## config.mk

```make
export PLATFORM = sky130hd
export DESIGN_NAME = memory_arbiter_flat
export DESIGN_NICKNAME = d
export VERILOG_FILES = /design/src/rtl/cpu_types_pkg.sv /design/src/rtl/memory_arbiter_if.sv /design/src/rtl/memory_arbiter.sv /design/src/flat_wrapper.sv
export SDC_FILE = /design/constraint.sdc
export NUM_CORES = 1
export LEC_CHECK = 0
export ABC_AREA = 1
export CAP_MARGIN = 20
export CELL_PAD_IN_SITES_DETAIL_PLACEMENT = 1
export CELL_PAD_IN_SITES_GLOBAL_PLACEMENT = 1
export CORE_ASPECT_RATIO = 0.6
export CORE_MARGIN = 5
export CORE_UTILIZATION = 21
export DETAILED_ROUTE_END_ITERATION = 6
export PLACE_DENSITY_LB_ADDON = 0.3
export SYNTH_ARGS = -nofsm -noshare
export SYNTH_HDL_FRONTEND = slang
export SYNTH_SLANG_ARGS = --single-unit
```

## constraint.sdc

```tcl
create_clock -name CLK -period 1.5 [get_ports CLK]
set_clock_uncertainty 0.15 [all_clocks]
set_input_delay 0.225 -clock CLK [delete_from_list [all_inputs] [get_ports CLK]]
set_output_delay 0.225 -clock CLK [all_outputs]
set_load 0.02 [all_outputs]
```

## src/rtl/cpu_types_pkg.sv

```systemverilog
// Shared CPU bus types: RAM handshake state and the 32-bit machine word.
package cpu_types_pkg;

  typedef logic [31:0] word_t;

  typedef enum logic [1:0] {
    FREE   = 2'd0,
    BUSY   = 2'd1,
    ACCESS = 2'd2,
    ERROR  = 2'd3
  } ramstate_t;

endpackage

```

## src/rtl/memory_arbiter_if.sv

```systemverilog
// Cache-side and RAM-side signals of the memory arbiter; slave is the arbiter's view.
interface memory_arbiter_if;
  import cpu_types_pkg::*;

  logic      iREN;
  word_t     iaddr;
  logic      iwait;
  word_t     iload;
  logic      dREN;
  logic      dWEN;
  word_t     daddr;
  word_t     dstore;
  logic      dwait;
  word_t     dload;
  logic      ramREN;
  logic      ramWEN;
  word_t     ramaddr;
  word_t     ramstore;
  word_t     ramload;
  ramstate_t ramstate;
  logic      ramerr;

  modport slave (
    input  iREN, iaddr, dREN, dWEN, daddr, dstore, ramload, ramstate,
    output iwait, iload, dwait, dload, ramREN, ramWEN, ramaddr, ramstore, ramerr
  );

  modport master (
    output iREN, iaddr, dREN, dWEN, daddr, dstore, ramload, ramstate,
    input  iwait, iload, dwait, dload, ramREN, ramWEN, ramaddr, ramstore, ramerr
  );

endinterface

```

## src/rtl/memory_arbiter.sv

```systemverilog
// Arbitrates icache/dcache word requests onto a single-ported RAM, dcache first.
// Define MEMARB_STARVE_EN to force an icache grant after STARVE_LIMIT back-to-back dcache grants.
module memory_arbiter
  import cpu_types_pkg::*;
#(
  parameter int unsigned STARVE_LIMIT = 4
) (
  input logic                    CLK,
  input logic                    nRST,
  memory_arbiter_if.slave        bus
);

  typedef enum logic [1:0] {StIdle, StDGnt, StIGnt} arb_state_t;

  arb_state_t state;
  word_t      addr_q;
  word_t      store_q;
  logic       ren_q;
  logic       wen_q;
  logic       err_q;

  logic d_req;
  logic force_i;
  logic grant_d;
  logic grant_i;
  logic ram_done;

  assign d_req    = bus.dREN | bus.dWEN;
  assign ram_done = (bus.ramstate == ACCESS) || (bus.ramstate == ERROR);

`ifdef MEMARB_STARVE_EN
  logic [2:0] starve_q;

  assign force_i = (starve_q == 3'(STARVE_LIMIT)) && bus.iREN;

  // Counts consecutive dcache grants taken while the icache was left waiting.
  always_ff @(posedge CLK or negedge nRST) begin
    if (!nRST) begin
      starve_q <= '0;
    end else if (state == StIdle) begin
      if (grant_d) begin
        starve_q <= bus.iREN ? starve_q + 3'd1 : 3'd0;
      end else if (grant_i) begin
        starve_q <= '0;
      end
    end
  end
`else
  assign force_i = 1'b0;
`endif

  assign grant_d = d_req && !force_i;
  assign grant_i = bus.iREN && !grant_d;

  always_ff @(posedge CLK or negedge nRST) begin
    if (!nRST) begin
      state   <= StIdle;
      addr_q  <= '0;
      store_q <= '0;
      ren_q   <= 1'b0;
      wen_q   <= 1'b0;
      err_q   <= 1'b0;
    end else begin
      unique case (state)
        StIdle: begin
          if (grant_d) begin
            state   <= StDGnt;
            addr_q  <= bus.daddr;
            store_q <= bus.dstore;
            wen_q   <= bus.dWEN;
            ren_q   <= !bus.dWEN;
          end else if (grant_i) begin
            state  <= StIGnt;
            addr_q <= bus.iaddr;
            wen_q  <= 1'b0;
            ren_q  <= 1'b1;
          end
        end
        StDGnt: begin
          // A dropped request aborts; otherwise hold until RAM finishes.
          if (!d_req || ram_done) begin
            state <= StIdle;
            ren_q <= 1'b0;
            wen_q <= 1'b0;
          end
          if (d_req && bus.ramstate == ERROR) err_q <= 1'b1;
        end
        StIGnt: begin
          if (!bus.iREN || ram_done) begin
            state <= StIdle;
            ren_q <= 1'b0;
            wen_q <= 1'b0;
          end
          if (bus.iREN && bus.ramstate == ERROR) err_q <= 1'b1;
        end
        default: state <= StIdle;
      endcase
    end
  end

  assign bus.ramaddr  = addr_q;
  assign bus.ramstore = store_q;
  assign bus.ramerr   = err_q;

  // Wait/load respond to ramstate in the same cycle; enables drop as soon as a requester aborts.
  always_comb begin
    bus.dwait  = 1'b1;
    bus.iwait  = 1'b1;
    bus.dload  = '0;
    bus.iload  = '0;
    bus.ramREN = 1'b0;
    bus.ramWEN = 1'b0;
    unique case (state)
      StDGnt: begin
        if (d_req) begin
          bus.ramREN = ren_q;
          bus.ramWEN = wen_q;
          if (bus.ramstate == ACCESS) begin
            bus.dwait = 1'b0;
            bus.dload = wen_q ? '0 : bus.ramload;
          end else if (bus.ramstate == ERROR) begin
            bus.dwait = 1'b0;
          end
        end
      end
      StIGnt: begin
        if (bus.iREN) begin
          bus.ramREN = ren_q;
          if (bus.ramstate == ACCESS) begin
            bus.iwait = 1'b0;
            bus.iload = bus.ramload;
          end else if (bus.ramstate == ERROR) begin
            bus.iwait = 1'b0;
          end
        end
      end
      default: ;
    endcase
  end

endmodule
```

## src/flat_wrapper.sv

```systemverilog
// flat-port wrapper written by rule: the top's interface ports become plain ports
module memory_arbiter_flat import cpu_types_pkg::*;
#(
  parameter int unsigned STARVE_LIMIT = 4
)
  (CLK, nRST, bus_iREN, bus_iaddr, bus_dREN, bus_dWEN, bus_daddr, bus_dstore, bus_ramload, bus_ramstate, bus_iwait, bus_iload, bus_dwait, bus_dload, bus_ramREN, bus_ramWEN, bus_ramaddr, bus_ramstore, bus_ramerr);
  memory_arbiter_if bus_i ();
  input logic CLK;
  input logic nRST;
  input wire logic [$bits(bus_i.iREN)-1:0] bus_iREN;
  input wire logic [$bits(bus_i.iaddr)-1:0] bus_iaddr;
  input wire logic [$bits(bus_i.dREN)-1:0] bus_dREN;
  input wire logic [$bits(bus_i.dWEN)-1:0] bus_dWEN;
  input wire logic [$bits(bus_i.daddr)-1:0] bus_daddr;
  input wire logic [$bits(bus_i.dstore)-1:0] bus_dstore;
  input wire logic [$bits(bus_i.ramload)-1:0] bus_ramload;
  input wire logic [$bits(bus_i.ramstate)-1:0] bus_ramstate;
  output wire logic [$bits(bus_i.iwait)-1:0] bus_iwait;
  output wire logic [$bits(bus_i.iload)-1:0] bus_iload;
  output wire logic [$bits(bus_i.dwait)-1:0] bus_dwait;
  output wire logic [$bits(bus_i.dload)-1:0] bus_dload;
  output wire logic [$bits(bus_i.ramREN)-1:0] bus_ramREN;
  output wire logic [$bits(bus_i.ramWEN)-1:0] bus_ramWEN;
  output wire logic [$bits(bus_i.ramaddr)-1:0] bus_ramaddr;
  output wire logic [$bits(bus_i.ramstore)-1:0] bus_ramstore;
  output wire logic [$bits(bus_i.ramerr)-1:0] bus_ramerr;
  assign bus_i.iREN = bus_iREN;
  assign bus_i.iaddr = bus_iaddr;
  assign bus_i.dREN = bus_dREN;
  assign bus_i.dWEN = bus_dWEN;
  assign bus_i.daddr = bus_daddr;
  assign bus_i.dstore = bus_dstore;
  assign bus_i.ramload = bus_ramload;
  assign bus_i.ramstate = bus_ramstate;
  assign bus_iwait = bus_i.iwait;
  assign bus_iload = bus_i.iload;
  assign bus_dwait = bus_i.dwait;
  assign bus_dload = bus_i.dload;
  assign bus_ramREN = bus_i.ramREN;
  assign bus_ramWEN = bus_i.ramWEN;
  assign bus_ramaddr = bus_i.ramaddr;
  assign bus_ramstore = bus_i.ramstore;
  assign bus_ramerr = bus_i.ramerr;
  memory_arbiter #(.STARVE_LIMIT(STARVE_LIMIT)) u_core (.CLK(CLK), .nRST(nRST), .bus(bus_i));
endmodule
```

==> results_dict.tcl, run 1 <==
set metrics [dict create \
    outcome "finished, violations left" \
    violations "setup timing" \
    path_cells "buf_4, buf_6, ha_4, buf_6, o21ai_2, and3_4, buf_6" \
    reg2reg_depth 13 \
    post-place-ws_ns -0.992 \
    area_delta_synth_final_pct 154 \
    cp-endpoint "bus_ramREN" \
    cts_root_buffer "clkbuf_16" \
    rrSetupSlack_ns -0.43 \
    setup_violations 137 \
    grt_pass1_vias 5604 \
    gr-usage-all-layers_pct 19.5 \
    crit_type "reg2out" \
    critPathArrivalTime_ns 1.73 \
    grt.busiest_layer "met2" \
    initial_core_util_pct 21.2 \
    yosysUniqueCellTypes 18 \
    cpMostUsedCell "buf_6" \
    tightest_slew_ns 0.326 \
    slew_headroom_pct 78.2 \
    finalNetCount 1014 \
    grt_first_pass_wirelength_um 32100 \
    cp_num_buf_inv 4 \
    firstDrtPassIters 4 \
    cts_max_level 3 \
    synth_area_um2 3780 \
    viasPerCell 4.48 \
    gp_congestion 0.805 \
    insertion_delay_ns 0.32 \
    min_period_ns 2.11 \
    core_um2 17900 \
    syn_inst 543 \
    vias 5017 \
    drv_cap 0 \
    cp-startpoint "u_core.state[1]$_DFFE_PN0P_" \
    regArea_um2 1730 \
    grt_max_degree 27 \
    leakage_nw 4.73 \
    wl_um 21000 \
    rsz0062_at_grt "yes" \
    required_ns 1.12 \
    reg2reg_from "u_core.state[1]$_DFFE_PN0P_" \
    crit_fanout 3 \
    cp_num_cells 7 \
    drive_gt1_share_pct 37.6 \
    yosys.area.top_type "dfrtp_1" \
    n_fill_cell 1955 \
    slowest_delay_ns 0.39 \
    ant_nets 0 \
    diodes 0 \
    tns_ns -60.58 \
    min_path_type "in2async" \
    chipWidth_um 183 \
    syn-num-nets 682 \
    critPathTopFamily "buffers and inverters" \
    die_h_um 114 \
    grt_util_met3_pct 5.74 \
    io_pins 268 \
    irDropWorstVdd_v 0.000776 \
    synth.avg_cell_area_um2 6.97 \
    cts_tree "yes" \
    multiInputGateArea_um2 2770 \
    cpMaxStageDelayCell "dfrtp_1" \
    worst_slack_ns -0.605 \
    io_buffer_count 267 \
    finalHoldViolations 0 \
    rows 38 \
    place_hpwl_um 13800 \
    drt_iter0_drc 143 \
    clock-sinks 69 \
    drc 0 \
    max_freq_mhz 475 \
    yosys_register_bits 69 \
    wl_per_cell_um 18.7 \
    power-per-cell-area_nw_per_um2 1570 \
    endpoint_kind "output pin" \
    synthTopCellsByArea "dfrtp_1, nand2_1, nor3_1" \
    drv_slew 0 \
    clkTransAtPathRegs_ns 0.06 \
    grt_use_met1_pct 24.0 \
    synth.top_cell.area_share_pct 45.6 \
    startpoint_type "register" \
    cts_buffer_depth 2 \
    grt-ovfl-total 0 \
    cts_buffers 9 \
    gr-usage-met2_pct 34.5 \
    final.period_utilization_pct 140 \
    antenna_found_initial 0 \
    yosys_warnings 0 \
    synth-seq-area-share_pct 45.6 \
    die_area_um2 20900 \
    r2r_end "u_core.bus.ramaddr[4]$_DFFE_PN0P_" \
]
[cells in the mapped netlist]
master / n
dfrtp_1: 69
inv_1: 75
o21ai_0: 17
clkbuf_1: 3
nand2_1: 211
and3_1: 1
or2_1: 1
nor2_4: 1
buf_6: 1
buf_2: 29
nor3_1: 64
a21oi_4: 1
o21ai_1: 19
nor2_1: 4
inv_2: 1
buf_1: 3
nand3_1: 39
ha_1: 4
[registers in the layout, summed over array words and instances, names as in the netlist]
name                 cells
u_core.bus.ramerr        1
u_core.state             2
u_core.wen_q             1
u_core.bus.ramstore     32
u_core.bus.ramaddr      32
u_core.ren_q             1
[routing by layer]
layer	vias to the layer above	part of all wire, %	routed length, um
met5	-	0	0
met4	0	0.92	192
met3	16	7.4	1550
met2	157	51	10700
met1	2468	41	8580
li1	2376	-	-
[what timing repair did]
action                                  in CTS  in global routing
endpoints found under the setup margin     202                139
pin swaps                                   40                 37
resized for setup                          597                 57
cloned                                      22                  0
setup buffers                               22                 10
hold endpoints to repair                    69                  0
hold buffers                                 1                  0
[metrics by stage]
stage	utilization, %	area, um^2	power, mW	instances	hold slack [ns]
after floorplan	-	4660	6.82	543	-0.221
after global placement	43.7	7810	9.85	1057	-0.0645
after detailed placement	43.7	7810	10.1	1057	-0.0694
after CTS	52.7	9410	14.8	1117	0.141
after global routing	53.8	9620	16.0	1120	0.158
final	53.8	9620	15.1	1120	0.142
[power by group]
part	total (mW)	internal (mW)	switching (mW)
clock network	2.40	1.55	0.848
logic	9.39	4.52	4.86
registers	3.33	2.75	0.571
[worst reg2reg max path: stages (launching register included)]
cell and delay (ns):
dfrtp_1 0.36, inv_2 0.06, buf_4 0.13, buf_6 0.11
buf_6 0.11, ha_4 0.17, inv_4 0.06, a21oi_4 0.04
buf_12 0.14, buf_12 0.12, buf_12 0.13, buf_16 0.13
nand2_1 0.06, o21ai_1 0.06
[final cells by class]
cell class	instances	area share (%)
multi-input combinational	362	28.8
timing repair buffer	357	43.7
inverter	76	2.99
clock inverter	5	0.845
clock buffer	11	2.63
tap	240	3.12
sequential	69	18.0
[placed cells by master, fill, tap and decap left out, drive strengths merged]
cell type,n
a21oi,1
clkinv,1
ha,4
inv,77
and3,1
nor2,5
nor3,64
dfrtp,69
clkinvlp,1
buf,157
or2,1
nand2,211
dlygate4sd3,1
dlygate4sd2,65
bufinv,2
nand3,39
clkbuf,11
clkdlybuf4s15,2
clkdlybuf4s50,131
o21ai,36
bufbuf,1
[worst min-delay path by stage]
stage                     slack, ns  depth (start not counted)                                  end  start
final                          0.14                          2  u_core.bus.ramstore[19]$_DFFE_PN0P_   nRST
after global routing           0.16                          2  u_core.bus.ramstore[20]$_DFFE_PN0P_   nRST
after CTS                      0.14                          2  u_core.bus.ramstore[20]$_DFFE_PN0P_   nRST
after detailed placement      -0.07                          1  u_core.bus.ramstore[20]$_DFFE_PN0P_   nRST
after global placement        -0.06                          1  u_core.bus.ramstore[17]$_DFFE_PN0P_   nRST
after floorplan               -0.22                          0    u_core.bus.ramaddr[0]$_DFFE_PN0P_   nRST
[cells by family after synthesis]
group                      Yosys count  synth area share (%)
DFF                                 69                  45.6
and+or+nand+nor                    321                  35.6
adders and majority gates            4                  1.32
buffers and inverters              112                  12.3
AOI/OAI and AO/OA                   37                  5.19
(Power assumes the default switching activity.)
==> run 2: changes to the inputs <==
--- a/config.mk
+++ b/config.mk
@@ -13,6 +13,7 @@
 export CORE_MARGIN = 5
 export CORE_UTILIZATION = 21
 export DETAILED_ROUTE_END_ITERATION = 6
+export GPL_TIMING_DRIVEN = 0
 export PLACE_DENSITY_LB_ADDON = 0.3
 export SYNTH_ARGS = -nofsm -noshare
 export SYNTH_HDL_FRONTEND = slang
==> run 2 against run 1 <==
  * The flow still finishes with violations (setup timing)
  * Total power hardly changed
  * Die area stayed put
  * Fmax is 2.9% lower
  * First-iteration DRC count is 48% higher
  * Sequential share of layout area hardly changed
  * Critical path depth is 1 higher
  * Global-route usage is 0.66 points lower
  * Clock power is 17% lower
  * Combinational power is 3.9% higher
  * Critical path type unchanged
  * Largest cell class unchanged
  * Largest power group unchanged
==> results_dict.tcl, run 2 (synthesized netlist as in run 1, its figures left out) <==
set metrics [dict create \
    min_path_type "in2async" \
    required_ns 1.12 \
    top_layer "met4" \
    startpoint_type "register" \
    setup_violations 136 \
    rrSetupSlack_ns -0.45 \
    grt-ovfl-total 0 \
    place_hpwl_um 14000 \
    die_area_um2 20900 \
    wl_met1_um 9290 \
    wl_um 20700 \
    leakage_nw 4.76 \
    core_um2 17900 \
    cts_buffer_depth 2 \
    grt_pass1_vias 5336 \
    gp_congestion 0.762 \
    tightest_slew_ns 0.507 \
    final.period_utilization_pct 145 \
    drc 0 \
    holdWs_ns 0.201 \
    viasPerCell 4.43 \
    firstDrtPassIters 4 \
    final_cell_area_um2 9640 \
    die_h_um 114 \
    clock-sinks 69 \
    io_pins 268 \
    grt_first_pass_wirelength_um 30800 \
    drv_cap 0 \
    met2WireLength_um 9830 \
    finalNetCount 1016 \
    crit_type "reg2out" \
    n_fill_cell 1975 \
    slew_headroom_pct 66.2 \
    wl_per_cell_um 18.5 \
    cts_buffers 9 \
    vias 4976 \
    reg2reg_depth 12 \
    grt_max_degree 50 \
    antenna_found_initial 1 \
    min_period_ns 2.17 \
    outcome "finished, violations left" \
    postPlaceCellArea_um2 7660 \
    insertion_delay_ns 0.32 \
    cts_tree "yes" \
    layout_common_cells "nand2_1, clkdlybuf4s50_1, buf_6" \
    ant_nets 0 \
    io_buffer_count 267 \
    critPathArrivalTime_ns 1.79 \
    cts_max_level 3 \
    area_delta_synth_final_pct 155 \
    initial_core_util_pct 21.2 \
    clkTransAtPathRegs_ns 0.06 \
    cts_root_buffer "clkbuf_16" \
    gr-usage-all-layers_pct 18.9 \
    max_freq_mhz 461 \
    endpoint_kind "output pin" \
    rsz0062_at_grt "yes" \
    route.met3.wl_um 1430 \
    drv_slew 0 \
    r2r_end "u_core.bus.ramaddr[2]$_DFFE_PN0P_" \
    power-per-cell-area_nw_per_um2 1570 \
    drt_iter0_drc 211 \
    reg2reg_from "u_core.state[0]$_DFFE_PN0P_" \
    rows 38 \
    chipWidth_um 183 \
    crit_fanout 8 \
    worst_slack_ns -0.669 \
    drive_gt1_share_pct 44.1 \
    finalHoldViolations 0 \
    irDropWorstVdd_v 0.000690 \
    violations "setup timing" \
    mostFrequentLayoutCell "nand2_1" \
]
-- run 2: cell types whose count changed in the layout (fill, tap and decap cells not counted), moves of 12 or more --
cell	previous run	this run
o21ai_1	25	12
nand2_2	31	52
buf_16	23	8
o21ai_2	8	20
nand2_1	174	135
nand2_4	2	20
-- run 2: metrics by stage --
stage	power (mW)	instances	setup TNS, ns	utilization [%]	setup slack (ns)
6_report	15.1	1123	-63.59	53.9	-0.669
3_5_place_dp	9.97	1051	-113.70	42.9	-1.33
4_1_cts	14.7	1121	-64.24	51.5	-0.697
5_1_grt	16.0	1123	-72.96	53.9	-0.724
2_1_floorplan	6.82	543	-10.24	-	-0.175
3_3_place_gp	9.84	1050	-287.58	42.7	-2.54
-- run 2: routing by layer --
metal	vias up	track usage, %
li1	2371	-
met1	2440	25.6
met2	152	30.4
met3	13	6.09
met4	0	2.48
met5	-	0
-- run 2: worst max-delay path, stage by stage, from the launching register on --
cell       delay (ns)
dfrtp_2          0.44
inv_2            0.09
ha_4             0.15
o21ai_4          0.07
inv_2            0.11
nand2_8          0.13
clkbuf_16        0.20
nor3_4           0.13
buf_6            0.14
-- run 2: how the worst max path moves through the flow --
stage,startpoint,to,slack [ns],depth (start not counted)
CTS,u_core.state[1]$_DFFE_PN0P_,bus_dload[21],-0.70,8
global placement,nRST,u_core.bus.ramaddr[29]$_DFFE_PN0P_,-2.54,1
floorplan,u_core.state[1]$_DFFE_PN0P_,bus_dload[10],-0.17,7
detailed placement,bus_ramstate[1],bus_dload[15],-1.33,7
finish,u_core.state[1]$_DFFE_PN0P_,bus_dload[22],-0.67,8
global route,u_core.state[1]$_DFFE_PN0P_,bus_dload[12],-0.72,8
-- run 2: final cells by class --
class / instances / area (um^2) / share of cell area, %
Multi-Input combinational cell: 363 / 3010 / 31.2
Inverter: 76 / 293 / 3.04
Clock buffer: 10 / 239 / 2.48
Buffer: 35 / 492 / 5.10
Clock inverter: 6 / 38.8 / 0.402
Timing Repair Buffer: 323 / 3540 / 36.7
Sequential cell: 69 / 1730 / 17.9
Antenna cell: 1 / 2.50 / 0.0260
Tap cell: 240 / 300 / 3.11
-- run 2: power breakdown --
part	total, mW	internal, mW	switching [mW]
Clock	2.00	1.16	0.844
Sequential	3.34	2.76	0.581
Combinational	9.76	4.62	5.14
-- run 2: repair_timing --
action | CTS | global route
pin swaps | 20 | 99
gates resized for setup | 635 | 133
buffers inserted | 34 | 14
endpoints found under the setup margin | 200 | 138
hold buffers | 1 | 0
endpoints found under the hold margin | 69 | 0
gates cloned | 19 | 2
